==> config.mk <==
export PLATFORM = sky130hd
export DESIGN_NAME = mul8x8_rr_arbiter_flat
export DESIGN_NICKNAME = d
export VERILOG_FILES = /design/src/rtl/mul8x8_rr_arbiter_if.sv /design/src/rtl/mul8x8_rr_arbiter.sv /design/src/flat_wrapper.sv
export SDC_FILE = /design/constraint.sdc
export NUM_CORES = 1
export LEC_CHECK = 0
export CAP_MARGIN = 20
export CORE_MARGIN = 4
export CORE_UTILIZATION = 44
export CTS_CLUSTER_DIAMETER = 150
export DETAILED_ROUTE_END_ITERATION = 10
export PLACE_DENSITY = 0.95
export SLEW_MARGIN = 0
export SYNTH_ARGS = -nofsm -noshare
export SYNTH_HDL_FRONTEND = slang
export SYNTH_SLANG_ARGS = --single-unit
==> constraint.sdc <==
create_clock -name clk -period 3 [get_ports clk]
set_input_delay 0.75 -clock clk [delete_from_list [all_inputs] [get_ports clk]]
set_output_delay 0.75 -clock clk [all_outputs]
set_load 0.01 [all_outputs]
==> src/rtl/mul8x8_rr_arbiter_if.sv <==
// Bundle of requester, response and multiplier-core signals for mul8x8_rr_arbiter.
// The arbiter connects through the slave modport.
// The master modport is the view seen by requesters and the multiplier core.
// When MUL_CHECK_EN is defined, the bundle also carries resp_err.
interface mul8x8_rr_arbiter_if #(
  parameter int NREQ = 4
);
  logic [NREQ-1:0]   req;
  logic [8*NREQ-1:0] req_a;
  logic [8*NREQ-1:0] req_b;
  logic [NREQ-1:0]   gnt;
  logic              resp_valid;
  logic [2:0]        resp_id;
  logic [15:0]       resp_data;
  logic              mul_st;
  logic [7:0]        mul_a;
  logic [7:0]        mul_b;
  logic [15:0]       mul_answer;
`ifdef MUL_CHECK_EN
  logic              resp_err;
`endif

  modport slave (
    input  req, req_a, req_b, mul_answer,
    output gnt, resp_valid, resp_id, resp_data, mul_st, mul_a, mul_b
`ifdef MUL_CHECK_EN
    , output resp_err
`endif
  );

  modport master (
    output req, req_a, req_b, mul_answer,
    input  gnt, resp_valid, resp_id, resp_data, mul_st, mul_a, mul_b
`ifdef MUL_CHECK_EN
    , input resp_err
`endif
  );
endinterface

==> src/rtl/mul8x8_rr_arbiter.sv <==
// mul8x8_rr_arbiter: shares one fixed-latency sequential 8x8 multiplier core
// between NREQ requesters.
// Arbitration is round-robin. The winning requester's operands are held on the
// core for the whole operation, and the product is returned tagged with the
// winner's index.
// Optional feature MUL_CHECK_EN: adds resp_err, which flags a core answer that
// differs from an internally computed product.
module mul8x8_rr_arbiter #(
  parameter int NREQ    = 4,
  parameter int MUL_LAT = 10,
  parameter int ST_CYC  = 1
) (
  input logic clk,
  input logic rst,
  mul8x8_rr_arbiter_if.slave bus
);
  localparam int PW = (NREQ > 1) ? $clog2(NREQ) : 1;
  localparam int CW = $clog2(MUL_LAT + 1);

  typedef enum logic [1:0] {IDLE, RUN, DONE} state_t;

  state_t          state_q, state_d;
  logic [PW-1:0]   ptr_q, ptr_d;
  logic [CW-1:0]   cnt_q, cnt_d;
  logic [2:0]      id_q, id_d;
  logic [NREQ-1:0] gnt_q, gnt_d;
  logic            mul_st_q, mul_st_d;
  logic [7:0]      mul_a_q, mul_a_d;
  logic [7:0]      mul_b_q, mul_b_d;
  logic            resp_valid_q, resp_valid_d;
  logic [2:0]      resp_id_q, resp_id_d;
  logic [15:0]     resp_data_q, resp_data_d;

  logic [7:0]      op_a [NREQ];
  logic [7:0]      op_b [NREQ];
  logic [PW-1:0]   sel;
  logic            any_req;
  logic            last_cyc;

  // Unpack the per-requester operand buses.
  generate
    for (genvar gi = 0; gi < NREQ; gi++) begin : g_ops
      assign op_a[gi] = bus.req_a[8*gi +: 8];
      assign op_b[gi] = bus.req_b[8*gi +: 8];
    end
  endgenerate

  assign last_cyc = (cnt_q == CW'(MUL_LAT - 1));

  // Pick the first active request at or above the pointer, wrapping past NREQ-1.
  // The scan runs downward so that the lowest rotated offset is assigned last.
  always_comb begin
    int j;
    j       = 0;
    sel     = '0;
    any_req = |bus.req;
    for (int k = NREQ - 1; k >= 0; k--) begin
      j = int'(ptr_q) + k;
      if (j >= NREQ) j = j - NREQ;
      if (bus.req[PW'(j)]) sel = PW'(j);
    end
  end

`ifdef MUL_CHECK_EN
  logic        resp_err_q, resp_err_d;
  logic [15:0] chk_prod;
  assign chk_prod     = 16'(mul_a_q) * 16'(mul_b_q);
  assign bus.resp_err = resp_err_q;
`endif

  // State register; rst low returns the FSM to IDLE and aborts any operation.
  always_ff @(posedge clk) begin
    if (!rst) state_q <= IDLE;
    else      state_q <= state_d;
  end

  // Next-state logic.
  always_comb begin
    state_d = state_q;
    case (state_q)
      IDLE:    if (any_req) state_d = RUN;
      RUN:     if (last_cyc) state_d = DONE;
      DONE:    state_d = IDLE;
      default: state_d = IDLE;
    endcase
  end

  // Output and datapath next values. The gnt and resp_valid strobes default to 0.
  always_comb begin
    ptr_d        = ptr_q;
    cnt_d        = cnt_q;
    id_d         = id_q;
    gnt_d        = '0;
    mul_st_d     = mul_st_q;
    mul_a_d      = mul_a_q;
    mul_b_d      = mul_b_q;
    resp_valid_d = 1'b0;
    resp_id_d    = resp_id_q;
    resp_data_d  = resp_data_q;
`ifdef MUL_CHECK_EN
    resp_err_d   = 1'b0;
`endif
    case (state_q)
      IDLE: begin
        if (any_req) begin
          gnt_d    = NREQ'(1) << sel;
          mul_a_d  = op_a[sel];
          mul_b_d  = op_b[sel];
          mul_st_d = 1'b1;
          id_d     = 3'(sel);
          cnt_d    = '0;
          ptr_d    = (int'(sel) == NREQ - 1) ? '0 : sel + PW'(1);
        end
      end
      RUN: begin
        cnt_d    = cnt_q + CW'(1);
        // mul_st has already been high for cnt_q+1 cycles.
        mul_st_d = ({1'b0, cnt_q} + (CW+1)'(1)) < (CW+1)'(ST_CYC);
        if (last_cyc) begin
          resp_data_d  = bus.mul_answer;
          resp_id_d    = id_q;
          resp_valid_d = 1'b1;
`ifdef MUL_CHECK_EN
          resp_err_d   = (chk_prod != bus.mul_answer);
`endif
        end
      end
      default: ;
    endcase
  end

  // Datapath and output registers.
  always_ff @(posedge clk) begin
    if (!rst) begin
      ptr_q        <= '0;
      cnt_q        <= '0;
      id_q         <= '0;
      gnt_q        <= '0;
      mul_st_q     <= 1'b0;
      mul_a_q      <= '0;
      mul_b_q      <= '0;
      resp_valid_q <= 1'b0;
      resp_id_q    <= '0;
      resp_data_q  <= '0;
`ifdef MUL_CHECK_EN
      resp_err_q   <= 1'b0;
`endif
    end else begin
      ptr_q        <= ptr_d;
      cnt_q        <= cnt_d;
      id_q         <= id_d;
      gnt_q        <= gnt_d;
      mul_st_q     <= mul_st_d;
      mul_a_q      <= mul_a_d;
      mul_b_q      <= mul_b_d;
      resp_valid_q <= resp_valid_d;
      resp_id_q    <= resp_id_d;
      resp_data_q  <= resp_data_d;
`ifdef MUL_CHECK_EN
      resp_err_q   <= resp_err_d;
`endif
    end
  end

  assign bus.gnt        = gnt_q;
  assign bus.mul_st     = mul_st_q;
  assign bus.mul_a      = mul_a_q;
  assign bus.mul_b      = mul_b_q;
  assign bus.resp_valid = resp_valid_q;
  assign bus.resp_id    = resp_id_q;
  assign bus.resp_data  = resp_data_q;
endmodule

==> src/flat_wrapper.sv <==
// flat-port wrapper written by rule: the top's interface ports become plain ports
module mul8x8_rr_arbiter_flat 
#(
  parameter int NREQ    = 4,
  parameter int MUL_LAT = 10,
  parameter int ST_CYC  = 1
)
  (clk, rst, bus_req, bus_req_a, bus_req_b, bus_mul_answer, bus_gnt, bus_resp_valid, bus_resp_id, bus_resp_data, bus_mul_st, bus_mul_a, bus_mul_b);
  mul8x8_rr_arbiter_if #(.NREQ(NREQ)) bus_i ();
  input logic clk;
  input logic rst;
  input wire logic [$bits(bus_i.req)-1:0] bus_req;
  input wire logic [$bits(bus_i.req_a)-1:0] bus_req_a;
  input wire logic [$bits(bus_i.req_b)-1:0] bus_req_b;
  input wire logic [$bits(bus_i.mul_answer)-1:0] bus_mul_answer;
  output wire logic [$bits(bus_i.gnt)-1:0] bus_gnt;
  output wire logic [$bits(bus_i.resp_valid)-1:0] bus_resp_valid;
  output wire logic [$bits(bus_i.resp_id)-1:0] bus_resp_id;
  output wire logic [$bits(bus_i.resp_data)-1:0] bus_resp_data;
  output wire logic [$bits(bus_i.mul_st)-1:0] bus_mul_st;
  output wire logic [$bits(bus_i.mul_a)-1:0] bus_mul_a;
  output wire logic [$bits(bus_i.mul_b)-1:0] bus_mul_b;
  assign bus_i.req = bus_req;
  assign bus_i.req_a = bus_req_a;
  assign bus_i.req_b = bus_req_b;
  assign bus_i.mul_answer = bus_mul_answer;
  assign bus_gnt = bus_i.gnt;
  assign bus_resp_valid = bus_i.resp_valid;
  assign bus_resp_id = bus_i.resp_id;
  assign bus_resp_data = bus_i.resp_data;
  assign bus_mul_st = bus_i.mul_st;
  assign bus_mul_a = bus_i.mul_a;
  assign bus_mul_b = bus_i.mul_b;
  mul8x8_rr_arbiter #(.NREQ(NREQ), .MUL_LAT(MUL_LAT), .ST_CYC(ST_CYC)) u_core (.clk(clk), .rst(rst), .bus(bus_i));
endmodule
-- Yosys cells after proc, flatten, opt, wreduce, memory -nomap -nowiden
Index checks and enable logic that the tools add are counted.
- add/subtract/negate cells: 10
- order comparisons: 10
- equal/unequal tests: 5
- shifts and indexed selects: 1
- muxes and demuxes: 35
- bitwise operators: 1
- reductions and logical operators: 9
- operators with widths (cell ; number):
    8-bit binary-select mux with 2-bit select ; 2
    8-bit 2-to-1 mux ; 4
    2-bit 2-to-1 mux ; 11
    2-bit by 4-bit < comparator with 1-bit output, second input constant ; 4
    3-bit >= comparator, second input constant ; 4
    1-bit 2-to-1 mux ; 10
    2-bit AND reduction ; 5
    1-bit binary-select mux with 2-bit select ; 4
    4-bit case mux with 2 select lines ; 1
    2-bit by 1-bit subtractor with 2-bit output, second input constant ; 4
    2-bit by 2-bit adder with 3-bit output, second input constant ; 2
    4-bit by 1-bit adder with 5-bit output, second input constant ; 1
    5-bit by 1-bit < comparator with 1-bit output, second input constant ; 1
    4-bit by 1-bit adder with 4-bit output, second input constant ; 1
    2-bit by 1-bit equality test with 1-bit output, second input constant ; 2
    4-bit equality test, second input constant ; 1
    4-bit 2-to-1 mux ; 1
    2-bit by 1-bit inequality test with 1-bit output, second input constant ; 2
    2-bit case mux with 2 select lines ; 1
    4-bit OR reduction ; 1
    1-bit by 2-bit << shifter with 4-bit output, first input constant ; 1
    2-bit by 1-bit adder with 3-bit output, second input constant ; 1
    2-bit by 3-bit >= comparator with 1-bit output, second input constant ; 1
    2-bit NOT with 3-bit output ; 1
    5 further kinds ; 5
- register bits after elaboration: 50
- output and inout port bits: 41
- word-level logic and storage cells: 82

-- Depth between registers and ports, before layout
Gate-level depths: netlist of the first run.
- word-level depth: 14
- depth in mapped cells: 8

-- Least setup slack after synthesis of the first run
No wires, ideal clock.
- path kind: in2reg
- from: in bus_req[2]
- to: reg u_core.mul_b_q[1], in the netlist u_core.bus.mul_b[1]
- library setup time: 0.126 ns
- arrival: 1.813 ns
- data required time: 2.874 ns
- setup slack: 1.061 ns
- stages on the path: 7
- cell sequence: mux2i_1 > o22ai_2 > buf_6 > nor2_8 > buf_12 > mux2i_1 > o211ai_2
- word-level cells in the longest chain between the ends: 11
- elaborated cells on any way between the ends: 22
- RTL lines (element ; RTL line ; text):
    start: declaration ; flat_wrapper.sv:12 ; input wire logic [$bits(bus_i.req)-1:0] bus_req;
    1-bit binary-select mux with 2-bit select ; mul8x8_rr_arbiter.sv:60 ; if (bus.req[PW'(j)]) sel = PW'(j);
    1-bit 2-to-1 mux (implied by the code) (2 in a row) ; mul8x8_rr_arbiter.sv:60 ;
    2-bit 2-to-1 mux (4 in a row) ; mul8x8_rr_arbiter.sv:60 ;
    2-bit NOT with 3-bit output (implied by the code) ; mul8x8_rr_arbiter.sv:108 ; mul_b_d = op_b[sel];
    8-bit binary-select mux with 2-bit select ; mul8x8_rr_arbiter.sv:108 ;
    8-bit 2-to-1 mux (implied by the code) (2 in a row) ; mul8x8_rr_arbiter.sv:108 ;
    end signal: assignment ; mul8x8_rr_arbiter.sv:155 ; mul_b_q <= mul_b_d;
    end: declaration ; mul8x8_rr_arbiter.sv:29 ; logic [7:0] mul_b_q, mul_b_d;
Parallel ways exist; a longest one is shown, timed or not. The select of a mux whose other input is x is not followed.
A chain may end at the register's enable or synchronous reset.

-- Worst setup path after layout of the first run
- from: in bus_req[2]
- to: reg u_core.mul_b_q[6], in the netlist u_core.bus.mul_b[6]
Same word-level chain as after synthesis.

==> impl_results.md, run 1 <==
- Layout area overhead: 53.4%
- Run status: finished, final reports clean
- Starting Density: 45.9%
- # hold bufs at CTS: 0
- Finished Core Util: 70.5%
- Crit. End Element: register
- Largest family of logic cells by synthesized area: compound AO/OA/AOI/OAI gates
- Simple-gate portion of the synthesized area: 21.0%
- RSZ-0062 raised after global routing: false
- Post-synth ARST share: 0%
- Xor-xnor portion of the synthesized cell area: 0.342%
- Detailed Route WL: 7630 µm
- Post-route ant nets: 0
- Root Buffer: clkbuf_8
- Post-route DRC: 0
- Multiplexer area fraction after synthesis: 6.65%
- CP Cell Sequence: clkdlybuf4s50_1 > nor2b_2 > and2b_2 > nor2_8 > mux2i_1 > o211ai_2
- Setup violators final: 0
- YS warnings: 0
- Largest net degree at the start of global routing: 27
- PwrDens: 460 nW/µm²
- Top cells by instance count after synthesis: nand2_1 (59), dfxtp_1 (50), o21ai_0 (22), a21boi_0 (20), nand3_1 (20)
- R2R depth: 5
- Placer Congestion: around 0.85
- Synth cell types: 42
- Register area share after synthesis: 39.1%
- Largest cells by area after synthesis: dfxtp_1 (39%), nand2_1 (8.7%), mux2i_1 (6.6%)
- Core Footprint: 5570 µm²
- Max incr delay on CP: 0.48 ns
- Worst path required time: 3.18 ns
- CP Depth: 6
- Die width: 84.3 µm
- Fillers: roughly 400
- Die H: 84.3 µm
- Startpoint types: primary input
- Avg Cell Area, Syn: 8.77 µm²
- Top_reg_cell synth: dfxtp_1
- Initial DRC count: 151
- Multi-input logic area: 1400 µm²
- Pleak: 1.40 nW
- Cts repair resizes: 0
- Wire per inst: 15.9 µm
- Max Slew Vio Count: 0
- Max Clk Rate: 408 MHz
- Initial antenna violation count: 0
- H-tree levels: 2
- N_diodes: 0
- Complex-gate fraction of the synthesized area: 25.3%
- Hold depth: 2
- Clk Latency, worst-skew pair: 0.30 ns
- Crit path buf inv count: 1
- Final min period: 2.45 ns
- Power, Total: 0.00181 W
- Layout Skew: 0.0107 ns
- Slew headroom: 57.0%
- Tcrit/Tclk final: roughly four fifths
- Slowest cell on crit path: clkdlybuf4s50_1
- Final #Nets: ~490
- Max-Cap Viols: 0
- Tightest Pin Transition: 0.643 ns
- Syn_nets: 380
- Die footprint: a little over 7000 µm²
- Setup_tns: 0 ns
- Hold_ws: roughly 0.47 ns
- Hold Path Class: register to register
- Synth Register Bits: 50
- Leading area contributor after synthesis: dfxtp_1
- Dpl hpwl: between 5000 and 6000 µm
- Pre-antenna DRT Iters: 4
- IO Pins: around 130
- Mapped Area: 2560 µm²
- Vias in the first global route: ~2600
- Post-synth EDFFs: 0
- Worst-path clk slew: 0.09 ns
- VDD IR-drop max: approximately 250 µV
- Cells after Synth: 292
- Global route overflow: 0
- Worst EP arrival: 2.63 ns
- Hold Fails Final Rpt: 0
- I/O Buffers: 125
- Sequential cell area: roughly 1000 µm²
- Max Root-Sink Buffers: 2
- First-pass GRT wire length: 12100 µm
- Sink Count: 50
- Synth top area share: around 39%
- Overall Global Routing Usage: 20.9%
- Worst setup margin: 0.552 ns
- Adder-cell share of the synthesized area: 0.978%
- Crit Path Class: primary input to register
- Core Rows: 27
- Total number of vias: 2594
- Vias per inst: 5.42
- CP max FO: 20
- CP top delay family: simple AND/OR/NAND/NOR gates
- Place WS: ~0.25 ns
- Total CTS buffers: 5
- Setup Fix Bufs, Post-CTS: 0
- Share of cells above drive strength 1: 7.86%
- Top-count cell post-synth: nand2_1
- CTS tree: yes
[path summary, 6_finish.rpt]
| kind | start | end | slack [ns] |
|---|---|---|---|
| setup / recovery | bus_req[2] | u_core.bus.mul_b[6] | 0.55 |
| hold / removal | u_core.bus.resp_id[0] | u_core.bus.resp_id[0] | 0.47 |
| setup reg to reg | u_core.ptr_q[1] | u_core.bus.mul_b[6] | 1.11 |
| hold reg to reg | u_core.bus.resp_id[0] | u_core.bus.resp_id[0] | 0.47 |
[power by group]
part	total, W	leakage, nW	internal [W]	switching [W]
combinational	0.000483	0.923	0.000262	0.000222
sequential	0.000748	0.408	0.000711	0.0000364
clock	0.000575	0.0714	0.000355	0.000220
total	0.00181	1.40	0.00133	0.000478
[area by class of cell]
type | count | area share, %
clock buffers | 6 | 2.10
clock inverters | 2 | 1.53
repair buffers | 130 | 32.8
flip-flops and latches | 50 | 25.5
multi-input cells | 217 | 35.6
well taps | 72 | 2.29
inverters | 2 | 0.191
[flip-flops by register name, summed over array words and instances, names as in the netlist]
name                   flops
u_core.bus.resp_data      16
u_core.bus.mul_a           8
u_core.bus.mul_b           8
u_core.bus.gnt             4
u_core.cnt_q               4
u_core.bus.resp_id         2
u_core.id_q                2
u_core.ptr_q               2
u_core.state_q             2
u_core.bus.mul_st          1
u_core.bus.resp_valid      1
[cells by family after synthesis]
| kind of cell | Yosys count |
|---|---|
| buffers and inverters | 25 |
| AOI/OAI and AO/OA | 86 |
| other | 1 |
| DFF | 50 |
| and+or+nand+nor | 110 |
| xor gates and xnor gates | 1 |
| adders and majority gates | 2 |
| muxes | 17 |
[per-stage QoR]
stage | instances | instance area, µm²
6_report | 479 | 3930
3_5_place_dp | 471 | 3780
4_1_cts | 479 | 3930
5_1_grt | 479 | 3930
3_3_place_gp | 471 | 3780
2_1_floorplan | 292 | 2560
[cells in the final DEF (no fill, tap or decap), types with 2 or more instances in the layout]
cell	netlist	layout
nand3b_1	2	2
nor2b_1	3	3
a21boi_0	20	20
o21ai_0	22	22
clkdlybuf4s50_1	0	125
nand3_1	20	20
a21oi_1	6	6
and2_1	4	4
ha_1	2	2
dfxtp_1	50	50
clkbuf_8	0	6
o211ai_1	9	9
buf_4	2	5
a211o_1	16	16
nor2_1	7	7
mux2i_1	17	17
bufinv_16	0	2
nand2b_1	2	2
nor3_1	3	3
inv_1	2	2
nand2_1	59	59
o211ai_2	7	7
[layer usage]
layer	wire, µm	up-vias	GRT usage (%)	share of wire [%]
li1	-	1253	-	-
met1	3030	1178	23.7	40
met2	3660	137	35.4	48
met3	649	26	6.18	8.5
met4	289	0	10.8	3.8
met5	0	-	0	0
[worst min-delay path, delay by kind of cell, from the launching register on]
| kind | cells | cell delay, ns |
|---|---|---|
| flops | 1 | 0.32 |
| compound gates | 1 | 0.06 |
| simple gates | 1 | 0.04 |
(Power assumes the default switching activity.)
==> run 2: changes to the inputs <==
Settings changed: CORE_UTILIZATION 44 to 37, PLACE_DENSITY 0.95 to 0.9.
Clock period 3 ns to 2.1 ns, I/O delays scaled along.
==> run 2 against run 1 <==
Against the previous run: cell count increased by 5.6%; flip-flop and latch count stayed put; combinational power is 63% higher; sequential share of layout area down 1.3 points; via count increased by 1.8%; critical path depth increased by 2; clock power up 17%; count of clock-buffer cells in the layout is 1 lower; routed wire length down 2.1%; non-clock buffer count up 19; critical endpoint is now u_core.bus.mul_b[0]; largest power group unchanged.
==> impl_results.md, run 2 (same netlist as run 1, synthesis figures left out) <==
- Max Slew Vio Count: 0
- Wire per inst: ~15 µm
- H-tree levels: 2
- Power share of the clock group: about a quarter
- Share of cells above drive strength 1: 12.0%
- Sw Share: roughly 28%
- Hold Path Class: register to register
- Layout area overhead: 61.6%
- Pleak: around 1.5 nW
- Pre-antenna DRT Iters: 4
- RSZ-0062 raised after global routing: false
- DR top layer: met4
- Setup violators final: 0
- Final min period: 2.04 ns
- Initial DRC count: 159
- Startpoint types: primary input
- FF-to-FF Start: u_core.ptr_q[1]
- Hold Path End: u_core.bus.resp_data[11]
- PwrDens: 608 nW/µm²
- Die footprint: 8310 µm²
- Total CTS buffers: 5
- Layout Skew: 0.00994 ns
- Max FFs per register: 16
- Post-route DRC: 0
- CTS tree: yes
- R2R depth: 8
- Initial antenna violation count: 0
- Global route overflow: 0
- Hold depth: 2
- Internal reg-to-reg setup slack: 0.42 ns
- Core Rows: 30
- Starting Density: 37.9%
- Slowest cell on crit path: clkdlybuf4s50_1
- Tcrit/Tclk final: slightly below 100%
- Met2 wire length: about 3800 µm
- Post-route ant nets: 0
- IO Pins: 127
- Vias per inst: 5.22
- Worst path required time: 2.29 ns
- Run status: finished, final reports clean
- Crit. End Element: register
- Core Footprint: a little under 7000 µm²
- Hold Fails Final Rpt: 0
- Hold_ws: around 0.47 ns
- Vias in the first global route: 2762
- Placer Congestion: 0.819
- # hold bufs at CTS: 0
- Setup Fix Bufs, Post-CTS: 0
- Largest net degree at the start of global routing: 20
- Met3 wire len: ~560 µm
- Total number of vias: 2640
- Worst EP arrival: roughly 2.2 ns
- Detailed Route WL: between 7000 and 8000 µm
- Max Clk Rate: roughly 490 MHz
- Logic pwr share: 31.2%
- Clk Latency, worst-skew pair: 0.30 ns
- P_sw: 0.000696 W
- Hold Crit Start: u_core.bus.resp_data[11]
- Overall Global Routing Usage: 17.6%
- CP Cell Sequence: clkdlybuf4s50_1 > a21boi_2 > o22ai_2 > buf_12 > nor2_8 > buf_12 > mux2i_1 > o211ai_1
- Placed instance count: 498
- M1 wire length: ~3000 µm
- Die H: between 90 and 100 µm
- Dpl hpwl: 5890 µm
- CP max FO: 13
- Crit Path Class: primary input to register
- Most frequent cells in the layout: clkdlybuf4s50_1 (125), nand2_1 (59), dfxtp_1 (50)
- First-pass GRT wire length: 12200 µm
- Top cell by count, worst path: buf_12
- Final #Nets: 513
- RR Endpoint: u_core.bus.mul_b[0]
- Die width: 91.2 µm
- Max Root-Sink Buffers: 2
- Post-route insts no fill: 506
- Sink Count: 50
- Root Buffer: clkbuf_8
- N_diodes: 0
- Worst-path clk slew: approximately 0.09 ns
- Setup_tns: 0 ns
- Int Pwr: 0.00182 W
- VDD IR-drop max: 277 µV
- Commonest non-fill, non-tap cell in the layout: clkdlybuf4s50_1
- I/O Buffers: 125
- Seq pwr share: 42.1%
- Max-Cap Viols: 0
- Max incr delay on CP: 0.56 ns
==> run 2: changes by cell type in the layout (fill, tap and decap cells not counted), sizes merged <==
| cell | before | now |
|---|---|---|
| buf | 5 | 24 |
| clkbuf | 6 | 5 |
| bufinv | 2 | 1 |
| clkinv | 0 | 2 |
==> run 2: timing repair <==
action / 4_1_cts / 5_1_grt
hold endpoints to repair: 0 / 0
resized for setup: 0 / 3
setup endpoints to repair: 0 / 17
==> run 2: power groups by stage <==
stage | sequential, W | clock [W] | combinational, W
3_5_place_dp | 0.00108 | 0 | 0.000780
4_1_cts | 0.00106 | 0.000693 | 0.000784
5_1_grt | 0.00107 | 0.000717 | 0.000839
6_report | 0.00106 | 0.000673 | 0.000786
2_1_floorplan | 0.00110 | 0 | 0.000345
3_3_place_gp | 0.00108 | 0 | 0.000758
==> run 2: final cells by class <==
cell class / instances / area [µm²]
well taps: 80 / 100
clock inverters: 3 / 40.0
inverters: 2 / 7.51
flip-flops and latches: 50 / 1000
fillers: 580 / 2620
repair buffers: 149 / 1510
multi-input cells: 217 / 1410
clock buffers: 5 / 68.8
==> run 2: how the worst max path moves through the flow <==
stage | startpoint | end | depth (start not counted)
2_1_floorplan | bus_req[2] | u_core.bus.mul_b[1] | 7
3_3_place_gp | bus_req[2] | u_core.bus.mul_a[7] | 7
3_5_place_dp | bus_req[0] | u_core.bus.mul_b[0] | 7
4_1_cts | bus_req[0] | u_core.bus.mul_b[0] | 7
5_1_grt | bus_req[2] | u_core.bus.mul_a[3] | 8
6_report | bus_req[1] | u_core.bus.mul_b[0] | 8
==> run 2: layer usage <==
layer / up-vias / GRT usage, %
met5: - / 0
met4: 0 / 6.41
met3: 10 / 5.47
met2: 112 / 31.8
met1: 1219 / 19.3
li1: 1299 / -
==> run 2: metrics by stage <==
stage	util, %	power (W)	instance area (µm²)	setup WS [ns]
2_1_floorplan	-	0.00145	2560	0.386
3_3_place_gp	59.4	0.00184	4010	-0.145
3_5_place_dp	59.4	0.00186	4010	-0.251
4_1_cts	61.0	0.00254	4120	0.0690
5_1_grt	61.2	0.00262	4140	0.00285
6_report	61.2	0.00252	4140	0.0634
==> run 2: critical path: cells and delay by family <==
kind,cells,cell delay [ns]
AO/OA/AOI/OAI,3,0.46
AND/OR/NAND/NOR,1,0.10
buffers and inverters,3,0.87
multiplexers,1,0.26
